[config.mk]
export PLATFORM = sky130hd
export DESIGN_NAME = lsu_mem_port
export DESIGN_NICKNAME = d
export VERILOG_FILES = /design/src/rtl/lsu_mem_port.sv
export SDC_FILE = /design/constraint.sdc
export NUM_CORES = 1
export LEC_CHECK = 0
export ABC_AREA = 1
export BUFFER_PORTS_ARGS = -buffer_cell sky130_fd_sc_hd__buf_2
export CAP_MARGIN = 5
export CORE_ASPECT_RATIO = 1.75
export CORE_UTILIZATION = 52
export DETAILED_ROUTE_END_ITERATION = 10
export PLACE_DENSITY = 0.9
export RECOVER_POWER = 50
export SYNTH_ARGS = -nofsm -noshare
export SYNTH_HDL_FRONTEND = slang
export SYNTH_SLANG_ARGS = --single-unit
[constraint.sdc]
create_clock -name clk -period 2.72 [get_ports clk]
set_input_delay 0.136 -clock clk [delete_from_list [all_inputs] [get_ports clk]]
set_output_delay 0.136 -clock clk [all_outputs]
set_load 0.03 [all_outputs]
[src/rtl/lsu_mem_port.sv]
// rtl/lsu_mem_port.sv - load/store unit bridging EX to data memory and WBU
//
// Purpose: accepts one memory op at a time from EX, issues it on a
// valid/ready request channel, waits for a response of any latency, then
// presents the (extended) result to WBU.
//
// Ports:
//   clk, rst              clock, synchronous active-high reset
//   in_*                  op from EX (valid/ready handshake, ready only in IDLE)
//   mem_req_*             aligned request: address, lane-shifted data, byte strobes
//   mem_rsp_valid/rdata   read data or write ack, honoured only in WAIT
//   out_*                 result toward WBU (valid/ready handshake)
//
// Optional feature: define LSU_MISALIGN_TRAP_EN to report misaligned accesses
// instead of issuing them; when undefined the access is aligned down.

module lsu_mem_port #(
   parameter int XLEN   = 32,
   parameter int ADDR_W = 32
) (
   input  logic              clk,
   input  logic              rst,
   input  logic              in_valid,
   output logic              in_ready,
   input  logic              in_we,
   input  logic [1:0]        in_size,
   input  logic              in_unsigned,
   input  logic [ADDR_W-1:0] in_addr,
   input  logic [XLEN-1:0]   in_wdata,
   input  logic [4:0]        in_rd,
   output logic              mem_req_valid,
   input  logic              mem_req_ready,
   output logic              mem_req_we,
   output logic [ADDR_W-1:0] mem_req_addr,
   output logic [XLEN-1:0]   mem_req_wdata,
   output logic [XLEN/8-1:0] mem_req_wstrb,
   input  logic              mem_rsp_valid,
   input  logic [XLEN-1:0]   mem_rsp_rdata,
   output logic              out_valid,
   input  logic              out_ready,
   output logic [XLEN-1:0]   out_rdata,
   output logic [4:0]        out_rd,
   output logic              out_misalign
);

   localparam int NB    = XLEN / 8;
   localparam int OFF_W = $clog2(NB);

   typedef enum logic [1:0] {IDLE, REQ, WAIT, RESP} state_t;
   state_t state;

   // Latched op attributes needed when the response comes back
   logic             we_q;
   logic [1:0]       size_q;
   logic             uns_q;
   logic [OFF_W-1:0] off_q;

   // Decode of the incoming op
   logic [1:0]       esize;
   logic [OFF_W-1:0] raw_off;
   logic [OFF_W-1:0] size_mask;
   logic [OFF_W-1:0] aligned_off;
   logic [NB-1:0]    strb_base;
   logic [NB-1:0]    strb;
   logic [XLEN-1:0]  wdata_sh;

   // A 32-bit datapath has no dword lane, so size 3 degrades to a word
   assign esize   = (XLEN == 32 && in_size == 2'd3) ? 2'd2 : in_size;
   assign raw_off = in_addr[OFF_W-1:0];

   always_comb begin
      size_mask = '0;
      strb_base = '0;
      case (esize)
         2'd0: begin size_mask = OFF_W'(0); strb_base = NB'(1);  end
         2'd1: begin size_mask = OFF_W'(1); strb_base = NB'(3);  end
         2'd2: begin size_mask = OFF_W'(3); strb_base = NB'(15); end
         default: begin size_mask = OFF_W'(7); strb_base = '1;   end
      endcase
   end

   // Lane offset is forced onto the size boundary; a misaligned access is
   // either performed aligned down or trapped before it reaches memory.
   assign aligned_off = raw_off & ~size_mask;
   assign strb        = strb_base << aligned_off;
   assign wdata_sh    = in_wdata << {aligned_off, 3'b000};

   // Load extraction from the full-lane response
   logic [XLEN-1:0] rsp_sh;
   logic [XLEN-1:0] keep;
   logic            sign;
   logic [XLEN-1:0] load_ext;

   assign rsp_sh = mem_rsp_rdata >> {off_q, 3'b000};

   always_comb begin
      keep = '1;
      sign = 1'b0;
      case (size_q)
         2'd0: begin keep = XLEN'(8'hFF);          sign = rsp_sh[7];  end
         2'd1: begin keep = XLEN'(16'hFFFF);       sign = rsp_sh[15]; end
         2'd2: begin keep = XLEN'(32'hFFFF_FFFF);  sign = rsp_sh[31]; end
         default: begin keep = '1;                 sign = 1'b0;       end
      endcase
   end

   assign load_ext = (rsp_sh & keep) | ((sign && !uns_q) ? ~keep : '0);

   assign in_ready = (state == IDLE) && !rst;

`ifdef LSU_MISALIGN_TRAP_EN
   logic misaligned;
   assign misaligned = |(raw_off & size_mask);
`else
   assign out_misalign = 1'b0;
`endif

   always_ff @(posedge clk) begin
      if (rst) begin
         state         <= IDLE;
         we_q          <= 1'b0;
         size_q        <= 2'd0;
         uns_q         <= 1'b0;
         off_q         <= '0;
         mem_req_valid <= 1'b0;
         mem_req_we    <= 1'b0;
         mem_req_addr  <= '0;
         mem_req_wdata <= '0;
         mem_req_wstrb <= '0;
         out_valid     <= 1'b0;
         out_rdata     <= '0;
         out_rd        <= 5'd0;
`ifdef LSU_MISALIGN_TRAP_EN
         out_misalign  <= 1'b0;
`endif
      end else begin
         case (state)
            IDLE: begin
               if (in_valid) begin
                  we_q          <= in_we;
                  size_q        <= esize;
                  uns_q         <= in_unsigned;
                  off_q         <= aligned_off;
                  out_rd        <= in_rd;
                  mem_req_we    <= in_we;
                  mem_req_addr  <= {in_addr[ADDR_W-1:OFF_W], OFF_W'(0)};
                  mem_req_wdata <= wdata_sh;
                  mem_req_wstrb <= strb;
`ifdef LSU_MISALIGN_TRAP_EN
                  out_misalign  <= misaligned;
                  if (misaligned) begin
                     out_rdata <= '0;
                     out_valid <= 1'b1;
                     state     <= RESP;
                  end else begin
                     mem_req_valid <= 1'b1;
                     state         <= REQ;
                  end
`else
                  mem_req_valid <= 1'b1;
                  state         <= REQ;
`endif
               end
            end
            REQ: begin
               if (mem_req_ready) begin
                  mem_req_valid <= 1'b0;
                  state         <= WAIT;
               end
            end
            WAIT: begin
               // For stores the response is only the write ack
               if (mem_rsp_valid) begin
                  out_rdata <= we_q ? '0 : load_ext;
                  out_valid <= 1'b1;
                  state     <= RESP;
               end
            end
            default: begin
               if (out_ready) begin
                  out_valid <= 1'b0;
                  state     <= IDLE;
               end
            end
         endcase
      end
   end

endmodule

==> impl_results.md, run 1 <==
- Static Leak: 3.02 nW
- CTS clk-pin slew, worst paths: about 0.060 ns
- Vias: about 6300
- Antenna diode count: 0
- Gpl congestion: a little over 0.9
- Final Slew Violations: 0
- Initial DRT Pass Iterations: 5
- Full die area: between 10000 and 15000 sq um
- R2r worst-path depth: 9
- Fillers: around 800
- Worst skew pair latency: 0.41 ns
- Initial Util: 53.7%
- DR WL/cell: 16.6 um
- Worst hold path class: input pin to flip-flop
- Mapped cell area: approximately 5300 sq um
- Syn_area_per_cell: roughly 7.1 sq um
- Residual DRC: 0
- Initial antenna violation count: 0
- Peak VDD IR: 0.683 mV
- Vias in the first global route: between 5000 and 6000
- GRT Util Overall: 34.4%
- CTS Buf Count: 17
- H-tree lvl count: 4
- CP Class: flip-flop to flip-flop
- Detailed-placement wirelength estimate: about 11000 um
- RSZ-0062 raised after global routing: no
- Slew headroom: roughly 51%
- DIE WIDTH: just under 80 um
- Largest net degree at the start of global routing: 77
- Setup crit end kind: flip-flop
- Yosys reg bits: 113
- Core outline area: slightly below 10000 sq um
- 1st-iter DRT viols: ~380
- Critical Path Start Type: flip-flop
- Max-cap viol count: 0
- Core Rows: 48
- Hold_buf cts: 31
- TritonCTS clock tree: built
- Warnings from Yosys: 0
- Clock Tree Buf Depth: 2
- Register area share after synthesis: between 40% and 50%
- Vias/cell: about 5.7
- Share of cells above drive strength 1: a little under a fifth
- Max FO, Critical Path: 51
- CTS resizes: 0
- P per Cell Area: around 1000 nW/um^2
- Routed Wire Length: roughly 18000 um
- Boundary Pins: about 220
- CTS Root Cell: clkbuf_16
- Commonest non-fill, non-tap cell in the layout: nand2_1
- EDFF count, synth: 0
- Async SR Flop Fraction: 0%
- Final setup viols: 0
- Non-filler instance count after layout: about 1100
- Worst Skew: ~0.0076 ns
- Number of port buffers: 217
- Synth Flop Type: dfxtp_1
- Synth Instances: 740
- Worst Path Arrival: 2.47 ns
- Storage cell area: ~2300 sq um
- Final TNS setup: 0 ns
- Grt total ovfl: 0
- Hold Path Stages: 3
- Unique cell type count in the Yosys netlist: 33
- Layout Nets: 1076
- First-pass GRT wire length: around 28000 um
- Synth-to-layout area growth: 33.7%
- Post-DRT Antenna Nets: 0
- Critical path required time: between 3 and 4 ns
- Final hold vios: 0
- Multi-input logic area: approximately 2600 sq um
- Cells after DPL: 1036
- Minimum clock period: ~2.1 ns
- Result of the run: finished, final reports clean
- TritonCTS Sinks: about 110
- Highest-count cells in the layout ignoring fill and taps: nand2_1, dfxtp_1, buf_2, clkbuf_1, a21oi_1
- Post-CTS Setup Bufs: 0
- Die height: roughly 140 um
- Slew @ Worst Pin: 0.731 ns
- Max Fclk: ~470 MHz
- Tcrit/Tclk final: slightly below 80%
[registers in the layout (all words and copies together), names as in the netlist]
| name | flops |
|---|---|
| mem_req_addr | 30 |
| mem_req_valid | 1 |
| mem_req_wdata | 32 |
| mem_req_wstrb | 4 |
| off_q | 2 |
| out_rd | 5 |
| out_rdata | 32 |
| out_valid | 1 |
| size_q | 2 |
| state | 2 |
| uns_q | 1 |
| we_q | 1 |
[power by group]
| part | switching, mW | internal (mW) | total (mW) |
|---|---|---|---|
| clock | 0.813 | 1.31 | 2.12 |
| sequential | 0.207 | 1.99 | 2.20 |
| combinational | 2.00 | 0.725 | 2.72 |
[cells by family after synthesis]
logic type / after synthesis / synth area share (%)
simple gates: 308 / 24.8
compound gates: 216 / 23.1
flops: 113 / 42.8
buf+inv: 98 / 8.29
fa+ha+maj: 4 / 0.947
other cells: 1 / 0.0710
[cells in the mapped netlist (2+ instances only)]
cell type	number	area [sq um]
nand2_4	2	22.5
inv_2	5	18.8
inv_1	36	135
o2bb2ai_1	2	17.5
nand3_1	38	190
buf_2	12	60.1
buf_6	2	22.5
a211oi_1	2	15.0
o21ai_1	4	20.0
nand3_2	2	20.0
dfxtp_1	113	2260
o221ai_1	7	61.3
o211ai_1	14	105
a21oi_2	10	87.6
a31oi_1	16	100
nand2_1	161	604
a21oi_1	81	405
ha_1	4	50.1
clkbuf_1	34	128
o21ai_0	77	385
buf_4	6	45.0
nand2_2	15	93.8
nor2_1	80	300
or2_1	8	50.1
[metrics by stage]
step | hold slack [ns] | instance area, sq um | util [%] | worst slack, ns | power (mW)
after floorplan | 0.297 | 5290 | - | 1.19 | 4.20
after global placement | 0.383 | 6320 | 64.2 | 0.734 | 4.83
after detailed placement | 0.391 | 6320 | 64.2 | 0.671 | 4.88
after CTS | 0.00439 | 7200 | 73.1 | 0.644 | 7.02
after global routing | 0.00533 | 7070 | 71.7 | 0.437 | 7.38
final | 0.0122 | 7070 | 71.7 | 0.613 | 7.04
[critical path, cell delays in order (launching register included)]
cell	delay, ns
dfxtp_1	0.33
inv_1	0.10
ha_1	0.23
nand2_2	0.08
inv_2	0.06
buf_4	0.43
nand2_1	0.40
o221ai_1	0.27
nand2_1	0.08
inv_1	0.07
[per-layer routing]
layer | routed length (um) | vias to the layer above | GRT usage, %
met1 | 6300 | 2824 | 34.7
met3 | 1560 | 97 | 8.35
met5 | 0 | - | 0
li1 | - | 2902 | -
met4 | 1170 | 0 | 24.5
met2 | 9200 | 439 | 61.0
[cell type report]
type	instances	area share, %
Inverter	41	2.18
Clock buffer	21	6.52
Clock inverter	11	1.54
Tap cell	125	2.21
Multi-Input combinational cell	531	36.7
Timing Repair Buffer	257	18.8
Sequential cell	113	32.0
[final timing paths]
path | startpoint | endpoint | slack [ns]
max | state[1]$_SDFFE_PP0P_ | mem_req_wdata[25]$_SDFFE_PP0P_ | 0.61
min | in_addr[20] | mem_req_addr[20]$_SDFFE_PP0P_ | 0.01
max reg2reg | state[1]$_SDFFE_PP0P_ | mem_req_wdata[25]$_SDFFE_PP0P_ | 0.61
min reg2reg | mem_req_wdata[3]$_SDFFE_PP0P_ | mem_req_wdata[3]$_SDFFE_PP0P_ | 0.46
(Power assumes the default switching activity.)
==> run 2: changes to the inputs <==
--- a/config.mk
+++ b/config.mk
@@ -5,13 +5,13 @@
 export SDC_FILE = /design/constraint.sdc
 export NUM_CORES = 1
 export LEC_CHECK = 0
-export ABC_AREA = 1
+export ABC_AREA = 0
 export BUFFER_PORTS_ARGS = -buffer_cell sky130_fd_sc_hd__buf_2
 export CAP_MARGIN = 5
 export CORE_ASPECT_RATIO = 1.75
-export CORE_UTILIZATION = 52
+export CORE_UTILIZATION = 43
 export DETAILED_ROUTE_END_ITERATION = 10
-export PLACE_DENSITY = 0.9
+export PLACE_DENSITY = 0.81
 export RECOVER_POWER = 50
 export SYNTH_ARGS = -nofsm -noshare
 export SYNTH_HDL_FRONTEND = slang
==> constraint.sdc (replaced) <==
create_clock -name clk -period 1.88 [get_ports clk]
set_input_delay 0.094 -clock clk [delete_from_list [all_inputs] [get_ports clk]]
set_output_delay 0.094 -clock clk [all_outputs]
set_load 0.03 [all_outputs]
==> impl_results.md, run 2 <==
- Result of the run: finished, final reports clean
- Register area share after synthesis: 45.1% (+2.3 points)
- Synth top area cells: dfxtp_1, nand2_1, a21oi_1, mux4_2, mux2_2
- Unique cell type count in the Yosys netlist: 42 (+27%)
- Vias in the first global route: 5806 (-0.50%)
- Clock Tree Buf Depth: 2 (unchanged)
- Residual DRC: 0 (unchanged)
- Yosys reg bits: 113 (unchanged)
- Syn_area_per_cell: 9.33 sq um (+31%)
- Worst Skew: 0.00809 ns (+0.000538 ns)
- TritonCTS Sinks: 113 (unchanged)
- PnR Total Power: 9.42 mW (+34%)
- Slew headroom: 57.0% (+5.7 points)
- CTS Buf Count: 17 (unchanged)
- Highest-count cells in the layout ignoring fill and taps: buf_2, dfxtp_1, clkbuf_1, nand2_1, a21oi_1
- Slew @ Worst Pin: 0.642 ns (-0.0882 ns)
- Worst Path Arrival: 2.06 ns (-0.41 ns)
- Worst skew pair latency: 0.41 ns (about the same)
- CTS clk-pin slew, worst paths: 0.05 ns (about the same)
- Setup slack, reg-to-reg: 0.11 ns (-0.50 ns)
- Hold wc startpoint: mem_rsp_rdata[27]
- Critical Path Start Type: input pin
- Max-cap viol count: 0 (unchanged)
- Vias: 5351 (-15%)
- Post-route cell area: 7330 sq um (+3.7%)
- Worst hold path class: input pin to flip-flop
- Crit Reg-Reg Endpoint: out_rdata[5]$_SDFFE_PP0P_
- Cell with the most instances after synthesis: dfxtp_1
- Initial Util: 44.7% (-9.0 points)
- CTS Root Cell: clkbuf_16
- Warnings from Yosys: 0 (unchanged)
- First-pass GRT wire length: 27500 um (-1.7%)
- Antenna diode count: 0 (unchanged)
- Top Registers: mem_req_wdata: 32 flops, out_rdata: 32 flops, mem_req_addr: 30 flops
- Layout Nets: 924 (-14%)
- Core outline area: 11200 sq um (+14%)
- Post-DP Area: 6300 sq um (-0.26%)
- Routed Wire Length: 17000 um (-6.7%)
- Critical path required time: 2.16 ns (-0.92 ns)
- Share of the synthesized area in the top cell type: 45.1% (+2.3 points)
- Max FO, Critical Path: 13 (-75%)
- Multi-input logic area: 2560 sq um (-1.1%)
- Tcrit/Tclk final: between 90% and 100%
- Hold Path Stages: 2 (-1)
- Initial DRT Pass Iterations: 4 (-1)
- Fillers: 917 (+17%)
- Synth-to-layout area growth: 46.0%
- Max Fclk: 563 MHz
- Gpl congestion: 0.805 (-12%)
- Vias/cell: 5.61 (-1.5%)
- EDFF count, synth: 0 (unchanged)
- Final Slew Violations: 0 (unchanged)
- Full die area: 12100 sq um (+15%)
- Worst Hold Slack: 0.0323 ns (+0.0201 ns)
- TritonCTS clock tree: built
- Synth Instances: 538 (-27%)
- GRT Util Overall: 28.5% (-5.9 points)
- P per Cell Area: 1290 nW/um^2 (+29%)
- Die height: 145 um (+7.1%)
- Share of cells above drive strength 1: 26.7% (+7.6 points)
- Static Leak: 2.93 nW (-2.9%)
- Minimum clock period: roughly 1.8 ns
- Peak VDD IR: 1.02 mV (+49%)
- Setup crit end kind: flip-flop
- Detailed-placement wirelength estimate: 11400 um (+0.38%)
- Final hold vios: 0 (unchanged)
- Core Rows: 51 (+6.3%)
- Hold path endpoint: out_rdata[27]$_SDFFE_PP0P_
- Initial antenna violation count: 0 (unchanged)
- DIE WIDTH: 83.7 um (+7.0%)
- RSZ-0062 raised after global routing: no
- Largest net degree at the start of global routing: 93 (+21%)
- Mapped cell area: 5020 sq um (-5.0%)
- DR WL/cell: 17.8 um (+7.6%)
- CP Class: input pin to flip-flop
- R2r worst-path depth: 4 (-5)
- Post-DRT Antenna Nets: 0 (unchanged)
- 1st-iter DRT viols: 242 (-37%)
- H-tree lvl count: 4 (unchanged)
- Storage cell area: 2260 sq um (+0.11%)
- Async SR Flop Fraction: 0% (unchanged)
- Most frequent cells after synthesis: dfxtp_1, nand2_1, a21oi_1
- Final setup viols: 0 (unchanged)
- Grt total ovfl: 0 (unchanged)
- Area leader, netlist: dfxtp_1
- Number of port buffers: 217 (unchanged)
- Reg2reg start: off_q[0]$_SDFFE_PP0P_
- Boundary Pins: 221 (unchanged)
- Synth Flop Type: dfxtp_1
run 2: cell types whose count changed after synthesis, moves of 20 or more:
cell / delta
nand2_1: -57
a22oi_1: +26
nand3_1: -38
inv_1: -32
nor2_1: -32
a21oi_1: -20
o21ai_0: -68
mux2_2: +25
run 2: cell type report:
type                            instances  share of cell area (%)
Multi-Input combinational cell        378                    35.0
Clock buffer                           21                    6.28
Tap cell                              132                    2.25
Timing Repair Buffer                  295                    23.5
Inverter                                4                   0.205
Sequential cell                       113                    30.9
Clock inverter                         10                    1.84
run 2: repair_timing:
action                     4_1_cts  5_1_grt
setup endpoints to repair       15       26
hold endpoints to repair        52        0
buffers inserted                 1        0
gates resized for setup          0        7
hold buffers                    52        0
pin swaps                        1        0
run 2: where the power goes:
| part | switching, mW | leakage (nW) | internal [mW] |
|---|---|---|---|
| registers | 0.258 | 0.924 | 2.81 |
| logic | 2.10 | 1.73 | 1.06 |
| clock network | 1.07 | 0.281 | 2.13 |
run 2: critical path, cell delays in order:
cell and delay (ns):
dlygate4sd3_1 0.56, buf_2 0.18, nor2b_2 0.15, buf_6 0.20, mux2_2 0.37, a221oi_1 0.29, buf_4 0.16, nor3_1 0.04
run 2: per-stage QoR:
stage	utilization [%]	setup slack [ns]	std cells	TNS, ns
final	65.3	0.102	953	0
after global routing	65.3	0.00689	953	0
after CTS	66.3	0.0130	953	0
after detailed placement	56.1	-0.0542	869	-0.502
after global placement	56.1	0.0489	869	0
after floorplan	-	0.0598	540	0
run 2: per-layer routing:
layer	vias up	share of wire [%]	track usage, %
met3	87	6.2	8.02
met5	-	0	0
li1	2465	-	-
met2	290	54	52.9
met1	2509	33	25.5
met4	0	6.7	20.4
run 2: logic make-up (layout without fill, tap and decap cells):
group / after synthesis / in the layout / synth area share, %
simple gates: 184 / 184 / 15.9
buf+inv: 49 / 330 / 4.41
other cells: 1 / 3 / 0.0747
fa+ha+maj: 4 / 4 / 0.997
flops: 113 / 113 / 45.1
compound gates: 135 / 135 / 18.3
mux: 52 / 52 / 15.2
run 2: worst max-delay path by stage:
stage | end | depth (start not counted) | slack, ns | start
finish | mem_req_wdata[22]$_SDFFE_PP0P_ | 8 | 0.10 | in_size[1]
global route | mem_req_wdata[22]$_SDFFE_PP0P_ | 8 | 0.007 | in_size[1]
CTS | mem_req_wdata[20]$_SDFFE_PP0P_ | 7 | 0.01 | in_size[1]
detailed placement | out_rdata[27]$_SDFFE_PP0P_ | 4 | -0.05 | off_q[1]$_SDFFE_PP0P_
global placement | out_rdata[25]$_SDFFE_PP0P_ | 4 | 0.05 | off_q[1]$_SDFFE_PP0P_
floorplan | state[0]$_SDFFE_PP0P_ | 7 | 0.06 | state[0]$_SDFFE_PP0P_
